[config.mk]
export PLATFORM = sky130hd
export DESIGN_NAME = prog_divider_counter_flat
export DESIGN_NICKNAME = d
export VERILOG_FILES = /design/src/rtl/prog_divider_counter_if.sv /design/src/rtl/prog_divider_counter.sv /design/src/flat_wrapper.sv
export SDC_FILE = /design/constraint.sdc
export NUM_CORES = 1
export LEC_CHECK = 0
export ABC_CLOCK_PERIOD_IN_PS = 2300
export BUFFER_PORTS_ARGS = -buffer_cell sky130_fd_sc_hd__buf_2
export CORE_ASPECT_RATIO = 1.1
export CORE_UTILIZATION = 46
export CTS_CLUSTER_SIZE = 14
export DETAILED_ROUTE_END_ITERATION = 10
export PLACE_DENSITY = 0.77
export SYNTH_ARGS = -nofsm -noshare
export SYNTH_HDL_FRONTEND = slang
export SYNTH_SLANG_ARGS = --single-unit
[constraint.sdc]
create_clock -name clk -period 2.3 [get_ports clk]
set_clock_uncertainty 0.05 [all_clocks]
set_input_delay 0.46 -clock clk [delete_from_list [all_inputs] [get_ports clk]]
set_output_delay 0.46 -clock clk [all_outputs]
set_load 0.05 [all_outputs]
[src/rtl/prog_divider_counter_if.sv]
// prog_divider_counter_if
// Groups the control inputs and status outputs of prog_divider_counter.
//   master : drives en/clr/dir/load/load_val/limit_wr/limit_in, observes status
//   slave  : the counter itself; drives count/limit_act/limit_pending/tc/div_out
interface prog_divider_counter_if #(
    parameter int WIDTH = 8
);
    logic             en;
    logic             clr;
    logic             dir;
    logic             load;
    logic [WIDTH-1:0] load_val;
    logic             limit_wr;
    logic [WIDTH-1:0] limit_in;
    logic [WIDTH-1:0] count;
    logic [WIDTH-1:0] limit_act;
    logic             limit_pending;
    logic             tc;
    logic             div_out;

    modport master (
        output en, clr, dir, load, load_val, limit_wr, limit_in,
        input  count, limit_act, limit_pending, tc, div_out
    );

    modport slave (
        input  en, clr, dir, load, load_val, limit_wr, limit_in,
        output count, limit_act, limit_pending, tc, div_out
    );
endinterface

[src/rtl/prog_divider_counter.sv]
// prog_divider_counter
// Up/down counter with programmable modulus, used as a tick / clock-enable
// generator. Priority per edge is clr > load > en. A new limit written via
// limit_wr is held in a shadow register and only takes effect on a wrap or
// clr, so a period already in progress never changes length.
// Ports:
//   clk   : clock, rising edge
//   reset : asynchronous active-high reset
//   bus   : prog_divider_counter_if.slave
//           inputs  en, clr, dir (0 up / 1 down), load, load_val,
//                   limit_wr, limit_in
//           outputs count, limit_act, limit_pending, tc (one cycle per wrap),
//                   div_out (toggles on every wrap)
module prog_divider_counter #(
    parameter int               WIDTH         = 8,
    parameter logic [WIDTH-1:0] LIMIT_DEFAULT = {WIDTH{1'b1}}
) (
    input  logic                   clk,
    input  logic                   reset,
    prog_divider_counter_if.slave  bus
);

    logic [WIDTH-1:0] count_q;
    logic [WIDTH-1:0] limit_q;
    logic [WIDTH-1:0] shadow_q;
    logic             pend_q;
    logic             tc_q;
    logic             div_q;

    logic             wrap;
    logic             apply_lim;
    logic [WIDTH-1:0] new_limit;

    // Load values beyond the active limit are clamped to it, so count never
    // exceeds limit_act.
    function automatic logic [WIDTH-1:0] clamp_to_limit(
        input logic [WIDTH-1:0] val,
        input logic [WIDTH-1:0] lim
    );
        return (val > lim) ? lim : val;
    endfunction

    always_comb begin
        wrap = 1'b0;
        if (!bus.clr && !bus.load && bus.en) begin
            wrap = bus.dir ? (count_q == '0) : (count_q >= limit_q);
        end
        apply_lim = bus.clr || wrap;
        // shadow_q equals limit_q whenever nothing is pending, so it is always
        // the correct limit to install; a write on the same edge wins.
        new_limit = bus.limit_wr ? bus.limit_in : shadow_q;
    end

    always_ff @(posedge clk or posedge reset) begin
        if (reset) begin
            count_q  <= '0;
            limit_q  <= LIMIT_DEFAULT;
            shadow_q <= LIMIT_DEFAULT;
            pend_q   <= 1'b0;
            tc_q     <= 1'b0;
            div_q    <= 1'b0;
        end else begin
            if (apply_lim) begin
                limit_q  <= new_limit;
                shadow_q <= new_limit;
                pend_q   <= 1'b0;
            end else if (bus.limit_wr) begin
                shadow_q <= bus.limit_in;
                pend_q   <= 1'b1;
            end

            tc_q <= wrap;

            if (bus.clr) begin
                count_q <= '0;
                div_q   <= 1'b0;
            end else if (bus.load) begin
                count_q <= clamp_to_limit(bus.load_val, limit_q);
            end else if (bus.en) begin
                if (wrap) begin
                    div_q <= ~div_q;
                    // A down-wrap reloads with the limit installed on this edge.
                    count_q <= bus.dir ? new_limit : '0;
                end else begin
                    count_q <= bus.dir ? (count_q - 1'b1) : (count_q + 1'b1);
                end
            end
        end
    end

    assign bus.count         = count_q;
    assign bus.limit_act     = limit_q;
    assign bus.limit_pending = pend_q;
    assign bus.tc            = tc_q;
    assign bus.div_out       = div_q;

endmodule

[src/flat_wrapper.sv]
// flat-port wrapper written by rule: the top's interface ports become plain ports
module prog_divider_counter_flat 
#(
    parameter int               WIDTH         = 8,
    parameter logic [WIDTH-1:0] LIMIT_DEFAULT = {WIDTH{1'b1}}
)
  (clk, reset, bus_en, bus_clr, bus_dir, bus_load, bus_load_val, bus_limit_wr, bus_limit_in, bus_count, bus_limit_act, bus_limit_pending, bus_tc, bus_div_out);
  prog_divider_counter_if #(.WIDTH(WIDTH)) bus_i ();
  input  logic clk;
  input  logic reset;
  input wire logic [$bits(bus_i.en)-1:0] bus_en;
  input wire logic [$bits(bus_i.clr)-1:0] bus_clr;
  input wire logic [$bits(bus_i.dir)-1:0] bus_dir;
  input wire logic [$bits(bus_i.load)-1:0] bus_load;
  input wire logic [$bits(bus_i.load_val)-1:0] bus_load_val;
  input wire logic [$bits(bus_i.limit_wr)-1:0] bus_limit_wr;
  input wire logic [$bits(bus_i.limit_in)-1:0] bus_limit_in;
  output wire logic [$bits(bus_i.count)-1:0] bus_count;
  output wire logic [$bits(bus_i.limit_act)-1:0] bus_limit_act;
  output wire logic [$bits(bus_i.limit_pending)-1:0] bus_limit_pending;
  output wire logic [$bits(bus_i.tc)-1:0] bus_tc;
  output wire logic [$bits(bus_i.div_out)-1:0] bus_div_out;
  assign bus_i.en = bus_en;
  assign bus_i.clr = bus_clr;
  assign bus_i.dir = bus_dir;
  assign bus_i.load = bus_load;
  assign bus_i.load_val = bus_load_val;
  assign bus_i.limit_wr = bus_limit_wr;
  assign bus_i.limit_in = bus_limit_in;
  assign bus_count = bus_i.count;
  assign bus_limit_act = bus_i.limit_act;
  assign bus_limit_pending = bus_i.limit_pending;
  assign bus_tc = bus_i.tc;
  assign bus_div_out = bus_i.div_out;
  prog_divider_counter #(.WIDTH(WIDTH), .LIMIT_DEFAULT(LIMIT_DEFAULT)) u_core (.clk(clk), .reset(reset), .bus(bus_i));
endmodule
**Word level (Yosys, flattened, before mapping)**

Index checks and enable logic that the tools add are counted.

- $add $sub $neg: 2
- Order comparisons: 2
- Eq/ne operators: 1
- Mux-type cells: 16
- Bitwise gates (word level): 1
- Reduce and logical (&&, ||, !) cells: 11

Operators by type and width:

| kind | number |
|---|---|
| two-way mux 8 bit | 8 |
| adder 8 x 1 -> 8 bit, second input constant | 1 |
| >= comparator 8 bit | 1 |
| greater-than comparator 8 bit | 1 |
| logical NOT 8 bit | 1 |
| two-way mux 1 bit | 8 |
| subtractor 8 x 1 -> 8 bit, second input constant | 1 |
| nonzero test 2 bit | 3 |
| AND reduction 3 bit | 1 |
| nonzero test 3 bit | 1 |
| logical AND 1 bit | 2 |
| logical NOT 1 bit | 2 |
| != test 2 bit, second input constant | 1 |
| logical OR 1 bit | 1 |
| NOT 1 bit | 1 |

- Flip-flop bits (word level): 27
- Output and inout bits: 19
- Word-level logic and storage cells: 39

**Longest topological paths before layout**

- Word-level depth: 8
- Depth in mapped cells: 9
- Depth with buffers taken out: 8

**Worst setup path before layout**

No wires, ideal clock.

- Path type: flip-flop to flip-flop
- Start: reg u_core.limit_q[6], in the netlist u_core.bus.limit_act[6]
- End: reg u_core.limit_q[0], in the netlist u_core.bus.limit_act[0]
- Setup time: 0.082 ns
- Arrival time: 2.504 ns
- Required time: 2.168 ns
- Path slack: -0.336 ns
- Cell stages (with the launch flop): 9
- Cells stage by stage: dfstp_2 inv_1 ha_1 and3_1 and3_1 a221oi_1 a21boi_2 nor2_2 mux2_2

- Cells in the longest elaborated chain, start to end: 4

RTL lines:

| element | line | source |
|---|---|---|
| start, declared | prog_divider_counter.sv:24 | `logic [WIDTH-1:0] limit_q;` |
| start signal, assigned | prog_divider_counter.sv:64 | `limit_q <= new_limit;` |
| >= comparator 8 bit | prog_divider_counter.sv:46 | `wrap = bus.dir ? (count_q == '0) : (count_q >= limit_q);` |
| two-way mux 1 bit | prog_divider_counter.sv:46 |  |
| two-way mux 1 bit | prog_divider_counter.sv:45 | `if (!bus.clr && !bus.load && bus.en) begin` |
| logical OR 1 bit | prog_divider_counter.sv:48 | `apply_lim = bus.clr \|\| wrap;` |

No other way between the ends.
A chain may end at the register's enable or synchronous reset.

**Final worst setup path**

- Start: reg u_core.limit_q[5], in the netlist u_core.bus.limit_act[5]
- End: reg u_core.count_q[5], in the netlist u_core.bus.count[5]

- Cells in the longest elaborated chain, start to end: 7
- Elaborated cells on any way between the ends: 9
- Those cells by class: order compare: 2; mux: 7

RTL lines:

| element | line | source |
|---|---|---|
| >= comparator 8 bit | prog_divider_counter.sv:46 |  |
| two-way mux 1 bit | prog_divider_counter.sv:46 |  |
| two-way mux 1 bit | prog_divider_counter.sv:45 |  |
| two-way mux 8 bit | prog_divider_counter.sv:80 | `if (wrap) begin` |
| two-way mux 8 bit | prog_divider_counter.sv:79 | `end else if (bus.en) begin` |
| two-way mux 8 bit (*) | prog_divider_counter.sv:77 | `end else if (bus.load) begin` |
| two-way mux 8 bit (*) | prog_divider_counter.sv:74 | `if (bus.clr) begin` |
| end signal, assigned | prog_divider_counter.sv:78 | `count_q <= clamp_to_limit(bus.load_val, limit_q);` |
| end signal, assigned | prog_divider_counter.sv:83 | `count_q <= bus.dir ? new_limit : '0;` |
| end signal, assigned | prog_divider_counter.sv:85 | `count_q <= bus.dir ? (count_q - 1'b1) : (count_q + 1'b1);` |
| end, declared | prog_divider_counter.sv:23 | `logic [WIDTH-1:0] count_q;` |

Every way passes the cells marked *; elsewhere a longest branch is shown, timed or not. The select of a mux whose other input is x is not followed.

==> results.sh <==
export IMPL_clockBufferDepth=2
export IMPL_syn_to_final_growth_pct=36.5
export IMPL_met3_usage_pct=1.31
export IMPL_ir_drop_v=0.000326
export IMPL_drt_iter0_markers=41
export IMPL_timing_final_ws_setup_ps=-30.6
export IMPL_synth_seq_area_share_pct=35.8
export IMPL_fmax_ghz=0.429
export IMPL_cts_root_buf="clkbuf_8"
export IMPL_synth_async_reset_ratio_pct=100
export IMPL_ios=42
export IMPL_cpMaxStageDelayCell="dfstp_2"
export IMPL_worstPathArrival_ps=2450
export IMPL_violations="negative setup slack"
export IMPL_period_share_pct=101
export IMPL_cts_hold_buf=0
export IMPL_port_buffers=41
export IMPL_cts_num_sinks=27
export IMPL_yosysUniqueCellTypes=37
export IMPL_status="finished, violations left"
export IMPL_cts_tree="yes"
export IMPL_slew_limit_headroom_pct=77.6
export IMPL_setup_violations=1
export IMPL_synth_avg_cell_area_um2=10.8
export IMPL_wl_mm=5.12
export IMPL_rsz0062_at_grt="yes"
export IMPL_synth_edf_count=0
export IMPL_required_ps=2420
export IMPL_critPathLaunchType="register"
export IMPL_synth_flop_cell="dfstp_2"
export IMPL_ys_seq_elements=27
export IMPL_combPwrFrac_pct=52.7
export IMPL_grt_max_degree=28
export IMPL_worst_pin_slew_ps=336
export IMPL_dp_hpwl_mm=3.87
export IMPL_first_pass_iters=5
export IMPL_diodes=0
export IMPL_r2r_end="u_core.bus.count[5]"
export IMPL_wl_per_cell_um=17.4
export IMPL_seq_power_share_pct=32.5
export IMPL_die_area_mm2=0.00449
export IMPL_cp_end_kind="register"
export IMPL_htreeDepth=1
export IMPL_r2r_start="u_core.bus.limit_act[5]"
export IMPL_met1_usage_pct=30.2
export IMPL_final_common_cell="buf_2"
export IMPL_ff2ff_path_depth=8
export IMPL_power_leakage_nw=1.25
export IMPL_start_util_pct=48.7
export IMPL_met2_usage_pct=40.1
export IMPL_final_cell_mix="buf_2 (41), buf_4 (17), dfstp_2 (16), ha_1 (13)"
export IMPL_grt_pass1_vias=1642
export IMPL_grt_pass1_wl_mm=7.90
export IMPL_grt_overflow=0
export IMPL_finalCriticalPeriod_ps=2330
export IMPL_final_layout_size_suffix_gt1_share_pct=57.2
export IMPL_clkTransAtPathRegs_ps=100
export IMPL_cts_buffers_inserted=3
export IMPL_drtAntennaViolNets=0
export IMPL_internal_power_mw=1.13
export IMPL_die_height_um=70.2
export IMPL_maxSlewViolCount=0
export IMPL_worst_setup_path_type="register to register"
export IMPL_crit_chain="inv_2 > ha_4 > nand4_1 > nand2b_4 > o22ai_4 > mux2i_2 > nor2_1 > a221o_1"
export IMPL_synthesis_nets=226
export IMPL_rrSetupSlack_ps=-30
export IMPL_syn_area_mm2=0.00194
export IMPL_nNetsFinal=290
export IMPL_placementRows=24
export IMPL_cp_max_fo=5
export IMPL_grtUsageTotal_pct=22.8
export IMPL_final_core_util_pct=66.4
export IMPL_clockPowerShare_pct=14.8
export IMPL_hp_class="input pin to asynchronous set/reset pin"
export IMPL_coreArea_mm2=0.00399
export IMPL_finalHoldViolations=0
export IMPL_routed_via_density=5.81
export IMPL_grt_busiest_layer="met2"
export IMPL_swShare_pct=41.5
export IMPL_die_w_um=64.0
export IMPL_vias=1714
export IMPL_yosys_warnings=0
export IMPL_p_switching_mw=0.804
export IMPL_holdWs_ps=166
export IMPL_drc=0
export IMPL_antenna_found_initial=0
export IMPL_slowest_delay_ps=550
export IMPL_gp_congestion=0.846
export IMPL_syn_inst=180
export IMPL_clock_latency_ps=280
export IMPL_cts_setup_buffers=0
export IMPL_maxCapViolCount=0
export IMPL_p_per_area_mw_per_mm2=730
[synth_stat cells, drive strengths merged, types with 2 or more instances]
cell / count / share of area, %
a21oi: 7 / 1.8
a221oi: 2 / 0.90
dfrtp: 11 / 14
xor2: 4 / 1.8
dfstp: 16 / 22
xnor2: 3 / 1.4
mux2i: 7 / 3.6
nor4: 2 / 0.64
nand4: 3 / 0.97
a21boi: 2 / 1.5
nor3: 4 / 1.6
ha: 22 / 14
and3: 3 / 0.97
nand2: 3 / 0.58
nand2b: 2 / 0.64
o21a: 3 / 1.2
a221o: 7 / 3.6
a21o: 5 / 1.9
inv: 13 / 2.5
mux2: 17 / 9.8
nor2b: 2 / 0.64
clkbuf: 2 / 0.39
a211oi: 3 / 1.2
nor2: 10 / 2.1
o21ai: 11 / 4.2
nand3: 9 / 2.3
[through the flow]
stage / TNS [ps] / instances / setup slack [ps] / instance area [um2] / total power, mW
after CTS: 0 / 294 / 5.89 / 2580 / 1.90
after detailed placement: -57.7 / 289 / -23.6 / 2480 / 1.58
after floorplan: -1190 / 180 / -106 / 2070 / 1.31
after global routing: -712 / 295 / -82.8 / 2650 / 2.05
after global placement: 0 / 289 / 11.2 / 2480 / 1.55
final: -30.6 / 295 / -30.6 / 2650 / 1.94
[sequential cells by signal, summed over array words and instances, names as in the netlist]
register and cells:
u_core.bus.count 8, u_core.bus.div_out 1, u_core.bus.tc 1, u_core.bus.limit_act 8, u_core.shadow_q 8, u_core.bus.limit_pending 1
[metal layers]
layer	routed length (um)	part of all wire, %	vias up
met2	2610	51	43
li1	-	-	807
met4	54	1.1	0
met1	2290	45	858
met5	0	0	-
met3	165	3.2	6
[worst max path at each step]
stage                                  from                       to  slack (ps)  depth (start not counted)
finish              u_core.bus.limit_act[5]      u_core.bus.count[5]         -30                          8
CTS                 u_core.bus.limit_act[1]      u_core.bus.count[5]           6                          8
detailed placement          bus_load_val[3]      u_core.bus.count[5]         -20                          8
floorplan           u_core.bus.limit_act[6]  u_core.bus.limit_act[0]        -110                          8
global route        u_core.bus.limit_act[5]      u_core.bus.count[5]         -80                          8
global placement            bus_load_val[3]      u_core.bus.count[7]          10                          8
[power by group through the flow]
stage	registers [mW]	logic (mW)	clock network, mW
5_1_grt	0.637	1.09	0.315
6_report	0.628	1.02	0.287
4_1_cts	0.625	0.979	0.291
2_1_floorplan	0.810	0.500	0
3_3_place_gp	0.632	0.921	0
3_5_place_dp	0.633	0.942	0
[repair_timing]
| item | 4_1_cts | 5_1_grt |
|---|---|---|
| pin swaps | 3 | 7 |
| endpoints found under the setup margin | 7 | 16 |
| endpoints found under the hold margin | 0 | 0 |
| cloned | 1 | 1 |
| gates resized for setup | 5 | 9 |
[final cells by class]
type                    count  area, um2
repair buffers             61        389
well taps                  52       65.1
clock buffers               3       41.3
flip-flops and latches     27        698
fillers                   299       1340
inverters                  13       48.8
multi-input cells         138       1400
clock inverters             1       8.76
[kinds of logic after synthesis]
| group | synth area share [%] |
|---|---|
| AND/OR/NAND/NOR | 11.3 |
| adder cells (fa/ha/maj) | 15.2 |
| AO/OA/AOI/OAI | 17.7 |
| buffers and inverters | 3.48 |
| flip-flops | 35.8 |
| multiplexers | 13.4 |
| XOR/XNOR | 3.15 |
[worst max-delay path: cells and delay by family, from the launching register on]
family	cells	cell delay [ps]
simple gates	3	450
flops	1	550
fa+ha+maj	1	270
buf+inv	1	60
mux	1	310
compound gates	2	540
Note: power is estimated with default switching activity, not from simulation.
